$ cat config.mk
export PLATFORM = sky130hd
export DESIGN_NAME = frame_swap_ctrl
export DESIGN_NICKNAME = d
export VERILOG_FILES = /design/src/rtl/frame_swap_ctrl_pkg.sv /design/src/rtl/frame_swap_ctrl_edge_sync.sv /design/src/rtl/frame_swap_ctrl.sv
export SDC_FILE = /design/constraint.sdc
export NUM_CORES = 1
export LEC_CHECK = 0
export ABC_AREA = 1
export BUFFER_PORTS_ARGS = -buffer_cell sky130_fd_sc_hd__buf_2
export CAP_MARGIN = 30
export CORE_MARGIN = 5
export CORE_UTILIZATION = 46
export DETAILED_ROUTE_END_ITERATION = 10
export PLACE_DENSITY = 0.81
export SLEW_MARGIN = 10
export SYNTH_ARGS = -nofsm -noshare
export SYNTH_HDL_FRONTEND = slang
export SYNTH_HIERARCHICAL = 1
export SYNTH_SLANG_ARGS = --single-unit
$ cat constraint.sdc
create_clock -name clk -period 3.6 [get_ports clk]
set_input_delay 0.54 -clock clk [delete_from_list [all_inputs] [get_ports clk]]
set_output_delay 0.54 -clock clk [all_outputs]
set_load 0.02 [all_outputs]
$ cat src/rtl/frame_swap_ctrl_pkg.sv
// rtl/frame_swap_ctrl_pkg.sv - shared state encoding and helpers for frame_swap_ctrl
//
// Purpose: state encoding for the buffer-swap sequencer and a saturating
// increment helper used by the missed-frame counter.
// Ports: none (package).
package frame_swap_ctrl_pkg;

  typedef enum logic [2:0] {
    S_INIT   = 3'd0,
    S_RENDER = 3'd1,
    S_WAIT   = 3'd2,
    S_SWAP   = 3'd3,
    S_CLEAR  = 3'd4
  } state_t;

  // Increment val unless it has already reached max_val.
  function automatic logic [31:0] sat_inc(input logic [31:0] val, input logic [31:0] max_val);
    return (val >= max_val) ? val : val + 32'd1;
  endfunction

endpackage

$ cat src/rtl/frame_swap_ctrl_edge_sync.sv
// rtl/frame_swap_ctrl_edge_sync.sv - synchroniser with rising-edge pulse
//
// Purpose: brings an asynchronous level into clk and emits a one-cycle pulse
// per rising edge. s1/s2 form the metastability chain, s3 remembers the
// previous synchronised level.
// Ports:
//   clk     in   system clock
//   resetn  in   async active-low reset
//   din     in   asynchronous level
//   rise    out  one-cycle pulse per synchronised rising edge of din
module edge_sync (
  input  logic clk,
  input  logic resetn,
  input  logic din,
  output logic rise
);

  logic s1, s2, s3;

  always_ff @(posedge clk or negedge resetn) begin
    if (!resetn) begin
      s1 <= 1'b0;
      s2 <= 1'b0;
      s3 <= 1'b0;
    end else begin
      s1 <= din;
      s2 <= s1;
      s3 <= s2;
    end
  end

  assign rise = s2 & ~s3;

endmodule

$ cat src/rtl/frame_swap_ctrl.sv
// rtl/frame_swap_ctrl.sv - frame-tick driven double-buffer swap sequencer
//
// Purpose: consumer end of the divided frame clock. Synchronises frame_clk,
// turns its rising edges into frame ticks and sequences front/back buffer
// swaps between the VGA scanner and the renderer. With FRAME_SWAP_CLEAR_EN
// defined, the new back buffer is swept to BG_COLOR after every swap (and
// once after reset); otherwise the clear port is held idle.
// Ports:
//   clk           in   system clock
//   resetn        in   async active-low reset
//   frame_clk     in   divided frame clock, asynchronous to clk
//   draw_done     in   pulse: renderer finished the back buffer
//   render_start  out  pulse: renderer may start on the back buffer
//   front_sel     out  buffer scanned by VGA (back buffer = ~front_sel)
//   frame_tick    out  pulse per synchronised frame_clk rising edge
//   clr_we        out  clear-sweep write enable
//   clr_addr      out  clear-sweep address into the back buffer
//   clr_color     out  clear-sweep data (BG_COLOR)
//   busy          out  high except while waiting for a frame tick
//   overrun_cnt   out  saturating count of frame ticks that missed a swap
module frame_swap_ctrl
  import frame_swap_ctrl_pkg::*;
#(
  parameter int                 ADDR_W   = 15,
  parameter int                 NUM_PIX  = 19200,
  parameter int                 COLOR_W  = 3,
  parameter logic [COLOR_W-1:0] BG_COLOR = '0,
  parameter int                 OVR_W    = 8
) (
  input  logic               clk,
  input  logic               resetn,
  input  logic               frame_clk,
  input  logic               draw_done,
  output logic               render_start,
  output logic               front_sel,
  output logic               frame_tick,
  output logic               clr_we,
  output logic [ADDR_W-1:0]  clr_addr,
  output logic [COLOR_W-1:0] clr_color,
  output logic               busy,
  output logic [OVR_W-1:0]   overrun_cnt
);

`ifdef FRAME_SWAP_CLEAR_EN
  localparam bit CLEAR_EN = 1'b1;
`else
  localparam bit CLEAR_EN = 1'b0;
`endif

  // Where the sequencer goes after reset and after each swap.
  localparam state_t             S_POST    = CLEAR_EN ? S_CLEAR : S_RENDER;
  localparam logic [ADDR_W-1:0]  LAST_ADDR = ADDR_W'(NUM_PIX - 1);
  localparam logic [OVR_W-1:0]   OVR_MAX   = {OVR_W{1'b1}};

  state_t state, state_nxt;
  logic   ovr_hit;
  logic   last_pix;

  edge_sync u_frame_sync (
    .clk    (clk),
    .resetn (resetn),
    .din    (frame_clk),
    .rise   (frame_tick)
  );

  assign last_pix = (clr_addr == LAST_ADDR);

  // A tick is only consumed in S_WAIT, or in S_RENDER when it coincides
  // with draw_done; everywhere else it is a missed frame.
  always_comb begin
    state_nxt = state;
    ovr_hit   = 1'b0;
    case (state)
      S_INIT: begin
        state_nxt = S_POST;
        ovr_hit   = frame_tick;
      end
      S_RENDER: begin
        if (draw_done) begin
          state_nxt = frame_tick ? S_SWAP : S_WAIT;
        end else begin
          ovr_hit = frame_tick;
        end
      end
      S_WAIT: begin
        if (frame_tick) begin
          state_nxt = S_SWAP;
        end
      end
      S_SWAP: begin
        state_nxt = S_POST;
        ovr_hit   = frame_tick;
      end
      S_CLEAR: begin
        ovr_hit = frame_tick;
        if (last_pix) begin
          state_nxt = S_RENDER;
        end
      end
      default: begin
        state_nxt = S_INIT;
      end
    endcase
  end

  always_ff @(posedge clk or negedge resetn) begin
    if (!resetn) begin
      state        <= S_INIT;
      front_sel    <= 1'b0;
      render_start <= 1'b0;
      overrun_cnt  <= '0;
    end else begin
      state        <= state_nxt;
      render_start <= (state_nxt == S_RENDER) && (state != S_RENDER);
      if ((state_nxt == S_SWAP) && (state != S_SWAP)) begin
        front_sel <= ~front_sel;
      end
      if (ovr_hit) begin
        overrun_cnt <= OVR_W'(sat_inc(32'(overrun_cnt), 32'(OVR_MAX)));
      end
    end
  end

  // Sweep address only advances inside S_CLEAR and is back at 0 as soon as
  // the sweep ends, so the next sweep always starts from pixel 0.
  always_ff @(posedge clk or negedge resetn) begin
    if (!resetn) begin
      clr_addr <= '0;
    end else if ((state == S_CLEAR) && !last_pix) begin
      clr_addr <= clr_addr + ADDR_W'(1);
    end else begin
      clr_addr <= '0;
    end
  end

  assign clr_we    = CLEAR_EN && (state == S_CLEAR);
  assign clr_color = BG_COLOR;
  assign busy      = (state != S_WAIT);

endmodule

---- Word-level counts from Yosys, hierarchy flattened ----
Index checks and enable logic that the tools add are counted.
word-level totals
  flip-flop bits (word level) ............. 31
  word-level logic and storage cells ...... 41
  input port bits ......................... 4
  output and inout port bits .............. 31
operators by class
  add/subtract/negate cells ............... 2
  muxes and demuxes ....................... 8
  eq/ne operators ......................... 10
  $lt $le $gt $ge ......................... 1
  reductions and logical operators ........ 8
  bitwise gates (word level) .............. 4
operators with widths
  operator                 number
  $add A15 B1 Y15 const B  1
  $eq A15 B15 Y1 const B   1
  $mux W15                 1
  $pmux W3 S4              1
  $eq A3 B2 Y1 const B     3
  $mux W3                  3
  $add A8 B1 Y8 const B    1
  $ge A8 B8 Y1 const B     1
  $eq A3 B1 Y1 const B     2
  $ne A3 B2 Y1 const B     2
  $eq A3 B3 Y1 const B     1
  $logic_and A1 B1 Y1      3
  $logic_not A3 Y1         1
  $ne A3 B1 Y1 const B     1
  $not A1 Y1               3
  $reduce_or A3 Y1         1
  $mux W1                  2
  $pmux W1 S2              1
  $reduce_and A2 Y1        1
  $reduce_or A2 Y1         1
  $and A1 B1 Y1            1
  $logic_not A1 Y1         1

---- Longest topological paths before layout ----
  word-level depth ........................ 7
  gate-level depth with buffers ........... 9
  depth with buffers taken out ............ 9

---- Modules after synthesis ----
Netlist, hierarchy kept.
by module, submodules not included
  module           area an instance (um2)  cells each  times used
  frame_swap_ctrl  1577.8                  204         1
  edge_sync        85.1                    5           1

---- Worst setup path after synthesis ----
No wires, ideal clock.
  path kind ............................... flip-flop to flip-flop
  start point ............................. register clr_addr[0]
  end point ............................... register clr_addr[0]
  path buffers ............................ 1
  cell stages (with the launch flop) ...... 10
  data required time ...................... 3.471 ns
  setup time .............................. 0.129 ns
  slack ................................... 2.073 ns
  arrival ................................. 1.398 ns
  cells stage by stage .................... dfrtp_1 -> ha_1 -> nand3_2 -> inv_2 -> nand2_2 -> inv_2 -> nand2_2 -> nand2_4 -> buf_12 -> nor2_2
on the way
  longest elaborated chain between the ends .. 4
  elaborated cells between the ends (all ways) .. 5
ends and longest elaborated chain
  what                                                     RTL line                source
  start, declared                                          frame_swap_ctrl.sv:38   output logic [ADDR_W-1:0] clr_addr,
  start signal, assigned                                   frame_swap_ctrl.sv:130  clr_addr <= clr_addr + ADDR_W'(1);
  branches (longest 3 deep; another with $add A15 B1 Y15)  n/a
  $mux W15 (*)                                             frame_swap_ctrl.sv:129  end else if ((state == S_CLEAR) && !last_pix) begin
Mark *: on every way between the ends.
A chain may end at the register's enable or synchronous reset.

---- Worst setup path after layout ----
  start point ............................. register state[2]
  end point ............................... output port busy
on the way
  longest elaborated chain between the ends .. 1
ends and longest elaborated chain
  what                    RTL line                source
  start, declared         frame_swap_ctrl.sv:55   state_t state, state_nxt;
  start signal, assigned  frame_swap_ctrl.sv:113  state <= state_nxt;
  $ne A3 B2 Y1            frame_swap_ctrl.sv:138  assign busy = (state != S_WAIT);
  end, declared           frame_swap_ctrl.sv:40   output logic busy,
Every way passes these cells.

==> summary.txt <==
Clocking
  – CTS tree: built
  – Clk buf depth: 2
  – Clk sinks: 31
  – CTS clock-pin slew for the worst setup and hold paths: 0.10 ns
  – CTS Buf Count: 5
  – H-tree levels: 2
  – Clock tree root buffer cell: clkbuf_4
  – Postcts setup bufs: 0
  – Hold_buf cts: 0
  – Clock Latency Late Sink: 0.34 ns
  – Post-cts sizing count: 0

Run status
  – Outcome: completed

Synthesis
  – Post-synthesis sequential area ratio: 46.7%
  – Avg Cell Area, Syn: 7.96 sq um
  – Synth Register Bits: 31
  – Mapped Cells: 209
  – Netlist Area Pre-Place: 1660 sq um
  – Synthesis warning total: 6
  – Synth cell types: 25

Power and ir drop
  – Power density over the cells: 509 nW/um^2
  – Maximum vdd ir drop: 0.300 mV
  – P_leak: 0.976 nW

Global route
  – Initial antenna violation count: 0
  – First-pass GRT wire length: 5640 microns
  – Total Routing Usage GR: 14.2%
  – Largest net degree at the start of global routing: 32
  – Vias in the first global route: 1284
  – Total gr overflow: 0

Worst setup path
  – Endpoint class of the critical path: output pin
  – Worst Setup SP: state[2]
  – Setup crit start kind: flip-flop
  – Required time of the worst setup path: 3.06 ns
  – Critical path class: flip-flop to output pin
  – Critical Path AT: 1.14 ns
  – Reg-to-reg critical path startpoint: clr_addr[0]
  – CP max FO: 4
  – R2R setup slack: 2.08 ns

Layout
  – Fillers: 328
  – Share of post-route cells with drive strength above 1: 23.7%
  – Final nets: 250
  – Cell area after layout: 1920 sq um
  – Post-Layout Cell Count: 291
  – Area of the multi-input gates: 762 sq um
  – Area grow syn2layout: 15.3%
  – Final core utilization: 56.2%
  – Highest-count cells in the layout ignoring fill and taps: nand2_1, dfrtp_1, buf_2
  – N_diodes: 0
  – FF/Latch Area: 776 sq um
  – Commonest non-fill, non-tap cell in the layout: nand2_1

Floorplanning
  – Die Area: 4920 sq um
  – Starting density of the core: 48.7%
  – Core Region: 3420 sq um
  – Num rows: 21
  – Die extent in x: 70.1 microns
  – Die height: 70.1 microns
  – IO Pins: 35

Placed design
  – Dpl hpwl: 2500 microns
  – DP Area: 1830 sq um
  – PortBufs: 30
  – Inst Count DP: 283
  – Placer congestion estimate: 0.824

Timing
  – Final Hold Violating Endpoints: 0
  – Final period utilization: 46.8%
  – Final Critical Period: 1.68 ns
  – RSZ-0062 raised after global routing: false
  – Clock Skews: 0.0106 ns
  – TNS Setup: 0 ns
  – Rel. slew slack: 55.8%
  – Fmax: 593 MHz
  – Final setup violation count: 0
  – Max Transition Viols Final: 0
  – Slew @ Worst Pin: 0.663 ns

Hold path
  – Worst min path class: input pin to asynchronous set/reset pin

Run
  – MaxCap Viol Count: 0

Routing
  – WL final: 3230 microns
  – Via Count: 1396
  – DR vias/cell: 4.80
  – Antenna Nets Post-Route: 0
  – Remaining DRCs: 0
  – DRT iter0 DRCs: 69
  – 1st-pass router iterations: 4
  – Drt wl/cell: 11.1 microns
[final timing paths]
| path | endpoint | cells after the start |
|---|---|---|
| max | busy | 3 |
| min | clr_addr[10] | 1 |
| max reg2reg | clr_addr[8] | 8 |
| min reg2reg | u_frame_sync/s2 | 0 |
| max in group asynchronous | render_start | 1 |
| min in group clk | u_frame_sync/s1 | 1 |
[cells in the mapped netlist]
master,n,area [sq um]
buf_12,1,20.0
nand2_1,67,251
nand3_1,5,25.0
nand2_4,1,11.3
o21ai_0,4,20.0
dfrtp_1,31,776
inv_1,19,71.3
nand3_2,2,20.0
nand2_2,4,25.0
buf_4,4,30.0
a21oi_1,2,10.0
nand3b_1,1,7.51
nor2_4,1,11.3
xor2_1,6,52.6
ha_1,2,25.0
inv_2,4,15.0
xnor2_1,6,52.6
conb_1,1,3.75
a21o_1,1,7.51
or2_0,1,6.26
o21bai_1,2,15.0
nand4_1,8,50.1
nor2_2,8,50.1
nor3_1,1,5.00
nor2_1,27,101
[through the flow]
| step | setup slack [ns] | hold slack [ns] | power [W] |
|---|---|---|---|
| after floorplan | 2.07 | 0.244 | 0.000632 |
| after global placement | 2.18 | 0.332 | 0.000704 |
| after detailed placement | 2.12 | 0.347 | 0.000709 |
| after CTS | 1.91 | 0.232 | 0.000992 |
| after global routing | 1.84 | 0.279 | 0.00105 |
| final | 1.92 | 0.226 | 0.000977 |
[layer usage]
metal	track usage, %	vias to the layer above	part of all wire, %
met1	17.3	648	45
met4	5.74	0	1.8
met3	4.02	6	5.1
li1	-	712	-
met5	0	-	0
met2	23.6	30	48
[sequential cells by signal, summed over array words and instances (netlist names)]
signal and cells:
clr_addr 15, front_sel 1, overrun_cnt 8, render_start 1, state 3, u_frame_sync/s1 1
u_frame_sync/s2 1, u_frame_sync/s3 1
[cells by family (layout without fill, tap and decap cells)]
group	after synthesis	in the layout	synth area share (%)
simple gates	126	126	33.9
buf+inv	28	61	8.20
other cells	1	4	0.226
xor+xnor	12	12	6.32
fa+ha+maj	2	2	1.50
compound gates	9	9	3.16
flops	31	31	46.7
[critical path, cell delays in order, from the launching register on]
cell and delay (ns):
dfrtp_1 0.42, inv_1 0.13, nand3_1 0.09, buf_2 0.17
[where the power goes]
part | leakage [nW] | internal (W) | switching (W)
logic | 0.516 | 0.0000902 | 0.000165
registers | 0.412 | 0.000397 | 0.0000445
clock network | 0.0482 | 0.000164 | 0.000116
total | 0.976 | 0.000651 | 0.000326
[area by class of cell]
type                    instances  area share [%]
inverters                      23            4.50
multi-input cells             153            39.7
well taps                      46            3.00
flip-flops and latches         31            40.4
clock buffers                   6            2.67
clock inverters                 2            1.83
repair buffers                 30            7.83
Power figures use the tool's default switching activity.
